<file path="src/rtl/frame_windower_pkg.sv">
// Shared constants, state encoding and Hann quarter-wave table for the frame windower.
package frame_windower_pkg;

  localparam int unsigned DATA_W    = 32;
  localparam int unsigned COEF_W    = 16;
  localparam int unsigned FRAME_LEN = 64;
  localparam int unsigned HOP       = 32;
  localparam int unsigned SRC_AW    = 10;
  localparam int unsigned FRM_AW    = 6;
  localparam int unsigned PROD_W    = DATA_W + COEF_W + 1;

  localparam logic [COEF_W-1:0]        COEF_MAX = COEF_W'(32767);
  localparam logic signed [PROD_W-1:0] ROUND_K  = PROD_W'(1 << 14);

  typedef enum logic [2:0] {
    StIdle,
    StFetch,
    StDrain,
    StWaitAck,
    StAdvance,
    StDone
  } state_e;

  // round(32767 * 0.5 * (1 - cos(2*pi*n/64))) for n = 0..16; the rest follows by symmetry.
  function automatic logic [COEF_W-1:0] quarter_coef(input logic [4:0] n);
    logic [COEF_W-1:0] w;
    case (n)
      5'd0:    w = 16'd0;
      5'd1:    w = 16'd79;
      5'd2:    w = 16'd315;
      5'd3:    w = 16'd705;
      5'd4:    w = 16'd1247;
      5'd5:    w = 16'd1935;
      5'd6:    w = 16'd2761;
      5'd7:    w = 16'd3719;
      5'd8:    w = 16'd4799;
      5'd9:    w = 16'd5990;
      5'd10:   w = 16'd7281;
      5'd11:   w = 16'd8660;
      5'd12:   w = 16'd10114;
      5'd13:   w = 16'd11628;
      5'd14:   w = 16'd13187;
      5'd15:   w = 16'd14778;
      5'd16:   w = 16'd16384;
      default: w = 16'd0;
    endcase
    return w;
  endfunction

endpackage

</file>
<file path="src/rtl/frame_windower_hann_rom.sv">
// Synchronous periodic-Hann coefficient ROM, one-cycle read latency.
module hann_rom
  import frame_windower_pkg::*;
(
  input  logic              clk,
  input  logic [FRM_AW-1:0] addr,
  output logic [COEF_W-1:0] coef
);

  localparam logic [FRM_AW-1:0] Half    = FRM_AW'(FRAME_LEN / 2);
  localparam logic [FRM_AW-1:0] Quarter = FRM_AW'(FRAME_LEN / 4);

  logic [FRM_AW-1:0] fold;
  logic [COEF_W-1:0] coef_d;

  // w[n] = w[64-n], and w[32-m] = 32767 - w[m] for the second quarter.
  always_comb begin
    fold = (addr > Half) ? (FRM_AW'(0) - addr) : addr;
    if (fold > Quarter) begin
      coef_d = COEF_MAX - quarter_coef(5'(Half - fold));
    end else begin
      coef_d = quarter_coef(5'(fold));
    end
  end

  always_ff @(posedge clk) begin
    coef <= coef_d;
  end

endmodule

</file>
<file path="src/rtl/frame_windower.sv">
// Reads overlapping 64-sample frames (hop 32), applies the Hann window and hands each
// frame to the FFT controller through a valid/ack handshake.
module frame_windower
  import frame_windower_pkg::*;
(
  input  logic              clk,
  input  logic              rst,
  input  logic              start,
  input  logic [SRC_AW:0]   num_samples,
  output logic [SRC_AW-1:0] src_addr,
  input  logic [DATA_W-1:0] src_dout,
  output logic              win_we,
  output logic [FRM_AW-1:0] win_addr,
  output logic [DATA_W-1:0] win_din,
  output logic              frame_valid,
  input  logic              frame_ack,
  output logic              busy,
  output logic              done,
  output logic [7:0]        frame_count
);

  localparam logic [SRC_AW:0]   FrameLenS = (SRC_AW + 1)'(FRAME_LEN);
  localparam logic [SRC_AW:0]   HopS      = (SRC_AW + 1)'(HOP);
  localparam logic [FRM_AW-1:0] LastK     = FRM_AW'(FRAME_LEN - 1);
  localparam logic [SRC_AW+1:0] NextSpan  = (SRC_AW + 2)'(HOP + FRAME_LEN);

  state_e state_q, state_d;

  logic [SRC_AW:0]   num_q;
  logic [SRC_AW:0]   base_q;
  logic [FRM_AW-1:0] k_q;
  logic              drain_q;
  logic              v1_q;
  logic [FRM_AW-1:0] k1_q;
  logic              win_we_q;
  logic [FRM_AW-1:0] win_addr_q;
  logic [DATA_W-1:0] win_din_q;
  logic [7:0]        frame_count_q;

  logic              fetch;
  logic              accept;
  logic              last_frame;
  logic [COEF_W-1:0] coef;

  logic signed [PROD_W-1:0] x_ext, c_ext, prod, rounded;
  logic [DATA_W-1:0]        scaled;

  hann_rom u_hann_rom (
    .clk  (clk),
    .addr (k_q),
    .coef (coef)
  );

  assign accept     = (state_q == StIdle) && start;
  // Would the frame after the current one run past the valid samples?
  assign last_frame = ({1'b0, base_q} + NextSpan) > {1'b0, num_q};

  // State register
  always_ff @(posedge clk) begin
    if (rst) begin
      state_q <= StIdle;
    end else begin
      state_q <= state_d;
    end
  end

  // Next-state logic
  always_comb begin
    state_d = state_q;
    unique case (state_q)
      StIdle:    if (start) state_d = (num_samples < FrameLenS) ? StDone : StFetch;
      StFetch:   if (k_q == LastK) state_d = StDrain;
      StDrain:   if (drain_q) state_d = StWaitAck;
      StWaitAck: if (frame_ack) state_d = StAdvance;
      StAdvance: state_d = last_frame ? StDone : StFetch;
      StDone:    state_d = StIdle;
      default:   state_d = StIdle;
    endcase
  end

  // State-decoded outputs
  always_comb begin
    fetch       = 1'b0;
    busy        = 1'b1;
    done        = 1'b0;
    frame_valid = 1'b0;
    unique case (state_q)
      StIdle:    busy = 1'b0;
      StFetch:   fetch = 1'b1;
      StWaitAck: frame_valid = 1'b1;
      StDone:    done = 1'b1;
      default:   ;
    endcase
  end

  // Q1.15 scaling: round half up, then arithmetic shift; coef < 1.0 so no overflow.
  always_comb begin
    x_ext   = PROD_W'($signed(src_dout));
    c_ext   = PROD_W'($signed({1'b0, coef}));
    prod    = x_ext * c_ext;
    rounded = prod + ROUND_K;
    scaled  = DATA_W'(rounded >>> 15);
  end

  always_ff @(posedge clk) begin
    if (rst) begin
      num_q         <= '0;
      base_q        <= '0;
      k_q           <= '0;
      drain_q       <= 1'b0;
      v1_q          <= 1'b0;
      k1_q          <= '0;
      win_we_q      <= 1'b0;
      win_addr_q    <= '0;
      win_din_q     <= '0;
      frame_count_q <= '0;
    end else begin
      if (accept) begin
        num_q         <= num_samples;
        base_q        <= '0;
        frame_count_q <= '0;
      end
      if (state_q == StAdvance) begin
        base_q <= base_q + HopS;
      end
      if (state_q == StDrain && drain_q) begin
        frame_count_q <= frame_count_q + 8'd1;
      end
      k_q        <= fetch ? k_q + FRM_AW'(1) : '0;
      drain_q    <= (state_q == StDrain) ? ~drain_q : 1'b0;
      v1_q       <= fetch;
      k1_q       <= k_q;
      win_we_q   <= v1_q;
      win_addr_q <= k1_q;
      if (v1_q) begin
        win_din_q <= scaled;
      end
    end
  end

  assign src_addr    = SRC_AW'(base_q) + SRC_AW'(k_q);
  assign win_we      = win_we_q;
  assign win_addr    = win_addr_q;
  assign win_din     = win_din_q;
  assign frame_count = frame_count_q;

endmodule

</file>
<file path="config.mk">
export PLATFORM = sky130hd
export DESIGN_NAME = frame_windower
export DESIGN_NICKNAME = d
export VERILOG_FILES = /design/src/rtl/frame_windower_pkg.sv /design/src/rtl/frame_windower_hann_rom.sv /design/src/rtl/frame_windower.sv
export SDC_FILE = /design/constraint.sdc
export NUM_CORES = 1
export LEC_CHECK = 0
export ABC_AREA = 1
export CAP_MARGIN = 0
export CORE_MARGIN = 4
export CORE_UTILIZATION = 60
export CTS_BUF_LIST = sky130_fd_sc_hd__clkbuf_4 sky130_fd_sc_hd__clkbuf_8
export CTS_CLUSTER_SIZE = 10
export DETAILED_ROUTE_END_ITERATION = 16
export PLACE_DENSITY = 0.82
export SYNTH_ARGS = -nofsm -noshare
export SYNTH_HDL_FRONTEND = slang
export SYNTH_SLANG_ARGS = --single-unit
</file>
<file path="constraint.sdc">
create_clock -name clk -period 17.8 [get_ports clk]
set_clock_uncertainty 0.2 [all_clocks]
set_input_delay 3.56 -clock clk [delete_from_list [all_inputs] [get_ports clk]]
set_output_delay 3.56 -clock clk [all_outputs]
set_load 0.02 [all_outputs]
</file>
After elaboration in Yosys (flattened, before gate mapping)
Memories as Yosys holds them, arrays and structs flattened.
Cells that the tools add are included.
{"block": "word_totals", "word_cells": 67, "memories": 2, "mem_bits_ro": 960, "output_inout_bits": 60, "regBits": 102, "inputBits": 47}
{"memory": "(no name shown)", "words": 32, "width": 15, "read_ports": 1, "rd_clocked_by_memory_dff": 0, "write_ports": 0, "line_no": "frame_windower_pkg.sv:27", "rtl": "case (n)"}
{"memory": "(no name shown)", "words": 32, "width": 15, "read_ports": 1, "rd_clocked_by_memory_dff": 0, "write_ports": 0, "line_no": "frame_windower_pkg.sv:27"}
{"block": "classes", "n_addsub": 9, "multipliers": 1, "order_cmp": 4, "eq_ne": 10, "bitwise": 3, "reduce_logical": 8, "muxes": 18}
{"cell": "$add 47x16->47 const B", "n": 1}
{"cell": "$mul 32x17->47", "n": 1}
{"cell": "$mux 16", "n": 2}
{"cell": "$mux 11", "n": 2}
{"cell": "$mux 3", "n": 6}
{"cell": "$mux 8", "n": 2}
{"cell": "$sub 15x16->16 const A", "n": 1}
{"cell": "$pmux 3 s5", "n": 1}
{"cell": "$add 11x7->12 const B", "n": 1}
{"cell": "$gt 12x11->1", "n": 1}
{"cell": "$add 11x6->11 const B", "n": 1}
{"cell": "$lt 11x7->1 const B", "n": 1}
{"cell": "$add 10x6->10", "n": 1}
{"cell": "$add 8x1->8 const B", "n": 1}
{"cell": "$ne 2x2->1 const B", "n": 4}
{"cell": "$add 6x1->6 const B", "n": 1}
{"cell": "$eq 3x2->1 const B", "n": 2}
{"cell": "$eq 3x3->1 const B", "n": 2}
{"cell": "$eq 6x6->1 const B", "n": 1}
{"cell": "$gt 6x5->1 const B", "n": 1}
{"cell": "$gt 6x6->1 const B", "n": 1}
{"cell": "$mux 6", "n": 1}
{"cell": "$sub 1x6->6 const A", "n": 1}
{"cell": "$sub 1x5->5 const A", "n": 1}
{"cell": "8 further kinds", "n": 16}

Longest topological paths before layout
Gate-level depths: netlist (run 1).
An unclocked memory read counts as a cell.
{"block": "logic_depth", "depth_word": 7, "mapped_depth": 28, "depth_no_buf": 27}

Cells and area by module
A second synthesis (run 1) with hierarchy kept.
{"block": "unflattened", "hier_cells": 3430, "hier_area_um2": 24531.0}
{"mod": "frame_windower", "n_inst": 1, "seq_area_each_um2": 1621.6, "area_each_um2": 22944.5, "cells_each": 3171}
{"mod": "hann_rom", "n_inst": 1, "seq_area_each_um2": 300.3, "area_each_um2": 1586.5, "cells_each": 259}

Worst setup path after synthesis (run 1)
OpenSTA, ideal clock, no wires.
{"block": "synth_timing", "path_kind": "input to register", "start": "in src_dout[31]", "end": "reg win_din_q[27] (netlist: win_din[27])", "cell_stages": 21, "t_arrival_ns": 8.613, "path_slack_ns": 8.878, "t_required_ns": 17.491, "n_path_buf": 1, "setup_time_ns": 0.109, "cell_sequence": "clkbuf_1 > nand2_1 > fa_1 > fa_1 > inv_1 > fa_1 > fa_1 > fa_1 > inv_1 > fa_1 > inv_1 > ha_1 > a21oi_1 > o21ai_0 > a21oi_1 > a21boi_0 > nand3_1 > nand2_1 > nand3_1 > nand2_1 > inv_1"}
{"block": "synth_between", "elab_chain_len": 2}
{"item": "start: declaration", "line_no": "frame_windower.sv:11", "rtl": "input logic [DATA_W-1:0] src_dout,"}
{"item": "$mul 32x17->47", "line_no": "frame_windower.sv:100", "rtl": "prod = x_ext * c_ext;"}
{"item": "$add 47x16->47", "line_no": "frame_windower.sv:101", "rtl": "rounded = prod + ROUND_K;"}
{"item": "end signal: assignment", "line_no": "frame_windower.sv:136", "rtl": "win_din_q <= scaled;"}
{"item": "end: declaration", "line_no": "frame_windower.sv:37", "rtl": "logic [DATA_W-1:0] win_din_q;"}
No other way between the ends.
A chain may end at the register's enable or synchronous reset.

Final worst setup path (run 1)
Ends and elaborated chain as after synthesis.

==> flow_metrics.py, run 1 <==
metrics = {
    "grt": {
        "gr-total-overflow": 0,
        "antenna_found_initial": 0,
        "grt_start_max_net_pins": 62,
        "grt_pass1_wl_mm": 105,
        "grt_use_total": 0.310,
        "grt_pass1_vias": 21300,
    },
    "min_path": {
        "hold-path-endpoint": "win_addr[3]",
        "hp-start": "k1_q[3]",
        "worstHoldPathType": "flip-flop to flip-flop",
        "whs_path_depth": 2,
    },
    "worst_setup_path": {
        "ff2ff_path_depth": 22,
        "r2r-start": "u_hann_rom.coef[2]",
        "start_kind": "input pin",
        "cp-end-kind": "flip-flop",
        "crit_arrival_ns": 9.90,
        "cp.required_ns": 17.88,
        "r2r_end": "win_din[27]",
        "cp_max_fo": 15,
        "critPathKind": "input pin to flip-flop",
        "r2r_slack_ns": 10.88,
        "crit_start": "src_dout[31]",
    },
    "clocking": {
        "clock_latency_ns": 0.38,
        "cts_setup_buffers": 0,
        "clk_path_buf_depth": 2,
        "cts-root-buf": "clkbuf_8",
        "numCtsBuffers": 9,
        "cts_sinks": 96,
        "ctsResizeCount": 0,
        "path_clk_slew_ns": 0.10,
        "cts_tree": "yes",
        "cts_hold_buf": 0,
        "htreeDepth": 3,
    },
    "finish": {
        "drive_gt1_frac": 0.0154,
        "design_area_sq_um": 24900,
        "syn_to_final_growth_pct": 6.75,
        "nets": 3955,
        "fillers": 3327,
        "final_common_cell": "inv_1",
        "mostFrequentLayoutCells": "inv_1, nand2_1, fa_1",
    },
    "status": {
        "status": "finished, final reports clean",
    },
    "detailed_routing": {
        "wirelength_mm": 63.0,
        "drt-wirelength-per-cell_microns": 16.5,
        "drt_pass1_iterations": 6,
        "drc": 0,
        "dr_total_vias": 20000,
        "drtIter0Drc": 1634,
        "vias_per_cell": 5.23,
        "ant_nets": 0,
    },
    "timing": {
        "max_freq_ghz": 0.102,
        "rsz0062_at_grt": "no",
        "finalCriticalPeriod_ns": 9.82,
        "finalCritPeriodShare": 0.552,
        "whs_ns": 0.214,
        "hold_viol": 0,
        "worstMarginPinSlew_ns": 1.26,
        "slew_viol_final": 0,
        "relSlewSlack": 0.160,
        "final.setup.tns_ns": 0,
        "finalSetupViolations": 0,
    },
    "placed_design": {
        "portBuffers": 106,
        "postPlaceCellArea_sq_um": 24700,
        "gp_congestion": 0.999,
        "hpwl_mm": 51.3,
    },
    "synthesis": {
        "synth.avg_cell_area_sq_um": 7.11,
        "synthesis.instances": 3285,
        "ys_warn_count": 0,
        "syn-num-nets": 3934,
        "synth-seq-cells": 96,
        "seq_area_frac_synth": 0.0823,
        "synth_cell_types": 43,
        "syn_area_sq_um": 23300,
    },
    "pwr": {
        "powerDensity_nw_per_um2": 73.3,
        "p_leak_nw": 15.1,
        "vdd_drop_max_mv": 0.0561,
    },
    "floorplan": {
        "dieArea_sq_um": 42100,
        "core_area_sq_um": 38000,
        "row_count": 71,
        "start_util": 0.614,
        "die_w_microns": 205,
        "die_y_microns": 205,
        "ios": 107,
    },
    "job": {
        "drv_cap": 0,
    },
}
power breakdown:
part / internal, mW / total, mW / leakage, nW / switching (mW)
clock network: 0.0711 / 0.156 / 0.105 / 0.0849
logic: 0.490 / 1.36 / 14.2 / 0.873
registers: 0.250 / 0.307 / 0.783 / 0.0572
total: 0.811 / 1.83 / 15.1 / 1.02
area by class of cell:
type | instances | area (sq um) | share of cell area
multi-input combinational | 1974 | 16800 | 0.675
inverter | 1105 | 4150 | 0.166
sequential | 96 | 1930 | 0.0773
timing repair buffer | 120 | 1170 | 0.0468
tap | 511 | 639 | 0.0257
clock buffer | 10 | 138 | 0.00552
clock inverter | 6 | 75.1 | 0.00301
antenna | 1 | 2.50 | 0.000100
per-layer routing:
layer	vias up	routed length [microns]	global-route usage
met3	209	4840	0.0495
met2	872	30800	0.532
li1	9300	-	-
met4	0	3090	0.139
met1	9606	24200	0.388
met5	-	0	0
through the flow:
| step | cells | total power, mW | setup WS, ns | util |
|---|---|---|---|---|
| after global placement | 3806 | 1.62 | 7.66 | 0.650 |
| after detailed placement | 3806 | 1.66 | 7.61 | 0.650 |
| after CTS | 3822 | 1.83 | 8.01 | 0.656 |
| after global routing | 3822 | 2.04 | 7.57 | 0.656 |
| final | 3823 | 1.83 | 7.98 | 0.656 |
| after floorplan | 3285 | 1.24 | 8.88 | - |
worst max-delay path, cell delays in order:
cell and delay (ns):
clkdlybuf4s50_1 0.81, nand2_1 0.24, fa_1 0.79, fa_1 0.53, inv_1 0.29, fa_1 0.50
fa_1 0.50, fa_1 0.49, inv_1 0.05, fa_1 0.47, inv_1 0.04, ha_1 0.41
nand2_1 0.14, nor2_1 0.15, inv_1 0.07, nor2_1 0.21, nand2_1 0.11, nor2_1 0.11
nand2b_1 0.11, nand4_1 0.12, nand3_1 0.08, nand2_1 0.08, inv_1 0.03
sequential cells by signal, summed over array words and instances (netlist names):
register	cells
win_din	32
u_hann_rom.coef	15
k1_q	6
frame_count	8
num_q	11
state_q	3
win_addr	6
v1_q	1
base_q	6
drain_q	1
k_q	6
win_we	1
worst max-delay path by stage:
stage	endpoint	cells past startpoint
final	win_din[27]	23
after global routing	win_din[30]	23
after floorplan	win_din[27]	21
after CTS	win_din[30]	23
after global placement	win_din[25]	21
after detailed placement	win_din[30]	23
logic make-up (layout without fill, tap and decap cells):
| group | after synthesis | after routing | synth area share |
|---|---|---|---|
| buffers and inverters | 1215 | 1241 | 0.197 |
| XOR/XNOR | 26 | 26 | 0.00975 |
| AND/OR/NAND/NOR | 1108 | 1108 | 0.189 |
| other | 0 | 1 | 0 |
| AO/OA/AOI/OAI | 238 | 238 | 0.0565 |
| flip-flops | 96 | 96 | 0.0823 |
| adder cells (fa/ha/maj) | 602 | 602 | 0.466 |
cell usage after synthesis (all sizes together):
| cell | instances | area, sq um |
|---|---|---|
| clkbuf | 98 | 368 |
| dfxtp | 96 | 1920 |
| a221oi | 2 | 17.5 |
| ha | 156 | 1950 |
| o31ai | 2 | 15.0 |
| nor4 | 2 | 12.5 |
| o21a | 8 | 60.1 |
| or2 | 3 | 18.8 |
| clkinv | 1 | 3.75 |
| o211ai | 14 | 105 |
| buf | 12 | 81.3 |
| a21o | 5 | 37.5 |
| nand4 | 15 | 93.8 |
| nor3 | 20 | 100 |
| a21oi | 97 | 485 |
| nand2b | 1 | 6.26 |
| nand3b | 4 | 30.0 |
| xor2 | 19 | 166 |
| o311a | 1 | 10.0 |
| fa | 446 | 8930 |
| a21boi | 1 | 7.51 |
| xnor2 | 7 | 61.3 |
| o311ai | 3 | 26.3 |
| nor2 | 175 | 674 |
| and2 | 1 | 6.26 |
| inv | 1104 | 4140 |
| o21ai | 95 | 487 |
| nand3 | 92 | 460 |
| o21bai | 2 | 15.0 |
| a31oi | 4 | 25.0 |
| a211oi | 3 | 22.5 |
| nand2 | 794 | 2990 |
| o22ai | 1 | 6.26 |
| nor3b | 1 | 7.51 |
No activity file was read; power rests on OpenSTA's default activity.
==> inputs of run 2 (changes only) <==
Settings changed: CORE_UTILIZATION 60 to 58, PLACE_DENSITY 0.82 to 0.83.
Clock period 17.8 ns to 8.5 ns, I/O delays scaled along.
==> run 2 against run 1 <==
Compared with the run above: critical path depth is 2 lower; power up 110%; register-to-register slack got worse by 9.3 ns; setup slack worse by 7.3 ns; cell area is 0.75% higher; sequential power increased by 99%; clock power up 90%; cell count increased by 0.99%; wire length is 4.5% lower; combinational power up 110%; first-iteration DRC count fell by 13%.
==> flow_metrics.py, run 2 (same netlist as run 1, synthesis figures left out) <==
metrics = {
    "timing": {
        "finalCriticalPeriod_ns": 7.83,
        "rsz0062_at_grt": "no",
        "worstMarginPinSlew_ns": 1.24,
        "relSlewSlack": 0.171,
        "hold_viol": 0,
        "finalSetupViolations": 0,
        "final.setup.tns_ns": 0,
        "whs_ns": 0.220,
        "slew_viol_final": 0,
        "finalCritPeriodShare": 0.921,
        "setup_ws_ns": 0.673,
        "max_freq_ghz": 0.128,
    },
    "finish": {
        "mostFrequentLayoutCells": "inv_1, nand2_1, fa_1",
        "fillers": 3490,
        "multi_input_area_sq_um": 16800,
        "design_area_sq_um": 25100,
        "drive_gt1_frac": 0.0234,
        "nets": 3980,
        "final_core_util": 0.632,
        "layoutNonFillerInstCount": 3861,
        "seq_area_sq_um": 1930,
        "syn_to_final_growth_pct": 7.56,
        "largest_reg_flops": 32,
        "antenna_cells": 0,
        "final_common_cell": "inv_1",
    },
    "grt": {
        "grt_pass1_wl_mm": 101,
        "gr-total-overflow": 0,
        "antenna_found_initial": 0,
        "grt_start_max_net_pins": 62,
        "grt_use_total": 0.284,
        "grt_pass1_vias": 20600,
    },
    "floorplan": {
        "core_area_sq_um": 39700,
        "ios": 107,
        "row_count": 73,
        "dieArea_sq_um": 43500,
        "start_util": 0.588,
        "die_y_microns": 209,
        "die_w_microns": 209,
    },
    "placed_design": {
        "hpwl_mm": 49.3,
        "dp_cells": 3845,
        "gp_congestion": 1.03,
        "portBuffers": 106,
        "postPlaceCellArea_sq_um": 24900,
        "pre_cts_ws_ns": 0.342,
    },
    "detailed_routing": {
        "drtIter0Drc": 1421,
        "dr_total_vias": 19700,
        "vias_per_cell": 5.11,
        "wirelength_mm": 60.2,
        "ant_nets": 0,
        "drt-wirelength-per-cell_microns": 15.6,
        "drt_pass1_iterations": 9,
        "drc": 0,
    },
    "worst_setup_path": {
        "ff2ff_path_depth": 20,
        "cp_max_fo": 7,
        "critPathKind": "input pin to flip-flop",
        "crit_slowest_cell": "fa_1",
        "cp.depth": 21,
        "crit_top_cell": "fa_1",
        "cpPeakStageDelay_ns": 0.80,
        "cp.required_ns": 8.56,
        "cpLargestDelayFamily": "adder cells",
        "crit_chain": "clkdlybuf4s50_1 > nand2_1 > fa_1 > fa_1 > inv_1 > fa_1 > fa_1 > fa_1 > inv_1 > fa_1 > inv_1 > ha_1 > nand2_1 > nor2_1 > nand2_1 > nor2_1 > nand4_1 > nand4_1 > nand3_1 > nand2_1 > inv_1",
        "crit_buf_inv": 5,
        "crit_arrival_ns": 7.89,
        "cp-end-kind": "flip-flop",
        "start_kind": "input pin",
    },
    "clocking": {
        "clk_path_buf_depth": 2,
        "cts_sinks": 96,
        "cts-root-buf": "clkbuf_8",
        "clock_latency_ns": 0.37,
        "htreeDepth": 3,
        "numCtsBuffers": 9,
        "ctsResizeCount": 0,
        "path_clk_slew_ns": 0.10,
        "cts_tree": "yes",
        "cts_hold_buf": 0,
        "cts_setup_buffers": 0,
    },
    "pwr": {
        "finalPower_mw": 3.79,
        "p_leak_nw": 15.2,
        "powerDensity_nw_per_um2": 151,
        "vdd_drop_max_mv": 0.175,
    },
    "min_path": {
        "worstHoldPathType": "flip-flop to flip-flop",
        "whs_path_depth": 2,
    },
    "job": {
        "drv_cap": 0,
    },
    "status": {
        "status": "finished, final reports clean",
    },
}
## run 2: final cells by class
type | instances | area share
tap | 525 | 0.0262
clock inverter | 6 | 0.00229
timing repair buffer | 145 | 0.0539
sequential | 96 | 0.0768
multi-input combinational | 1974 | 0.670
clock buffer | 10 | 0.00548
inverter | 1105 | 0.165
## run 2: power by group
| group | switching [mW] | leakage [nW] | internal (mW) |
|---|---|---|---|
| Sequential | 0.0861 | 0.784 | 0.524 |
| Clock | 0.176 | 0.101 | 0.122 |
| Combinational | 1.85 | 14.3 | 1.03 |
| Total | 2.11 | 15.2 | 1.68 |
## run 2: metal layers
metal  part of all wire  up-vias  track usage
met5                  0        -            0
met4              0.048        0        0.116
met3              0.075      166       0.0435
met2               0.48      798        0.482
met1               0.39     9411        0.367
li1                   -     9366            -
## run 2: tightest hold or removal path: stages (launching register included)
cell     delay [ns]
dfxtp_1        0.31
inv_1          0.05
nor2_1         0.03
## run 2: final timing paths
path	from	end	slack (ns)
setup reg to reg	u_hann_rom.coef[2]	win_din[25]	1.62
hold reg to reg	k1_q[1]	win_addr[1]	0.22
setup / recovery	src_dout[31]	win_din[25]	0.67
hold / removal	k1_q[1]	win_addr[1]	0.22
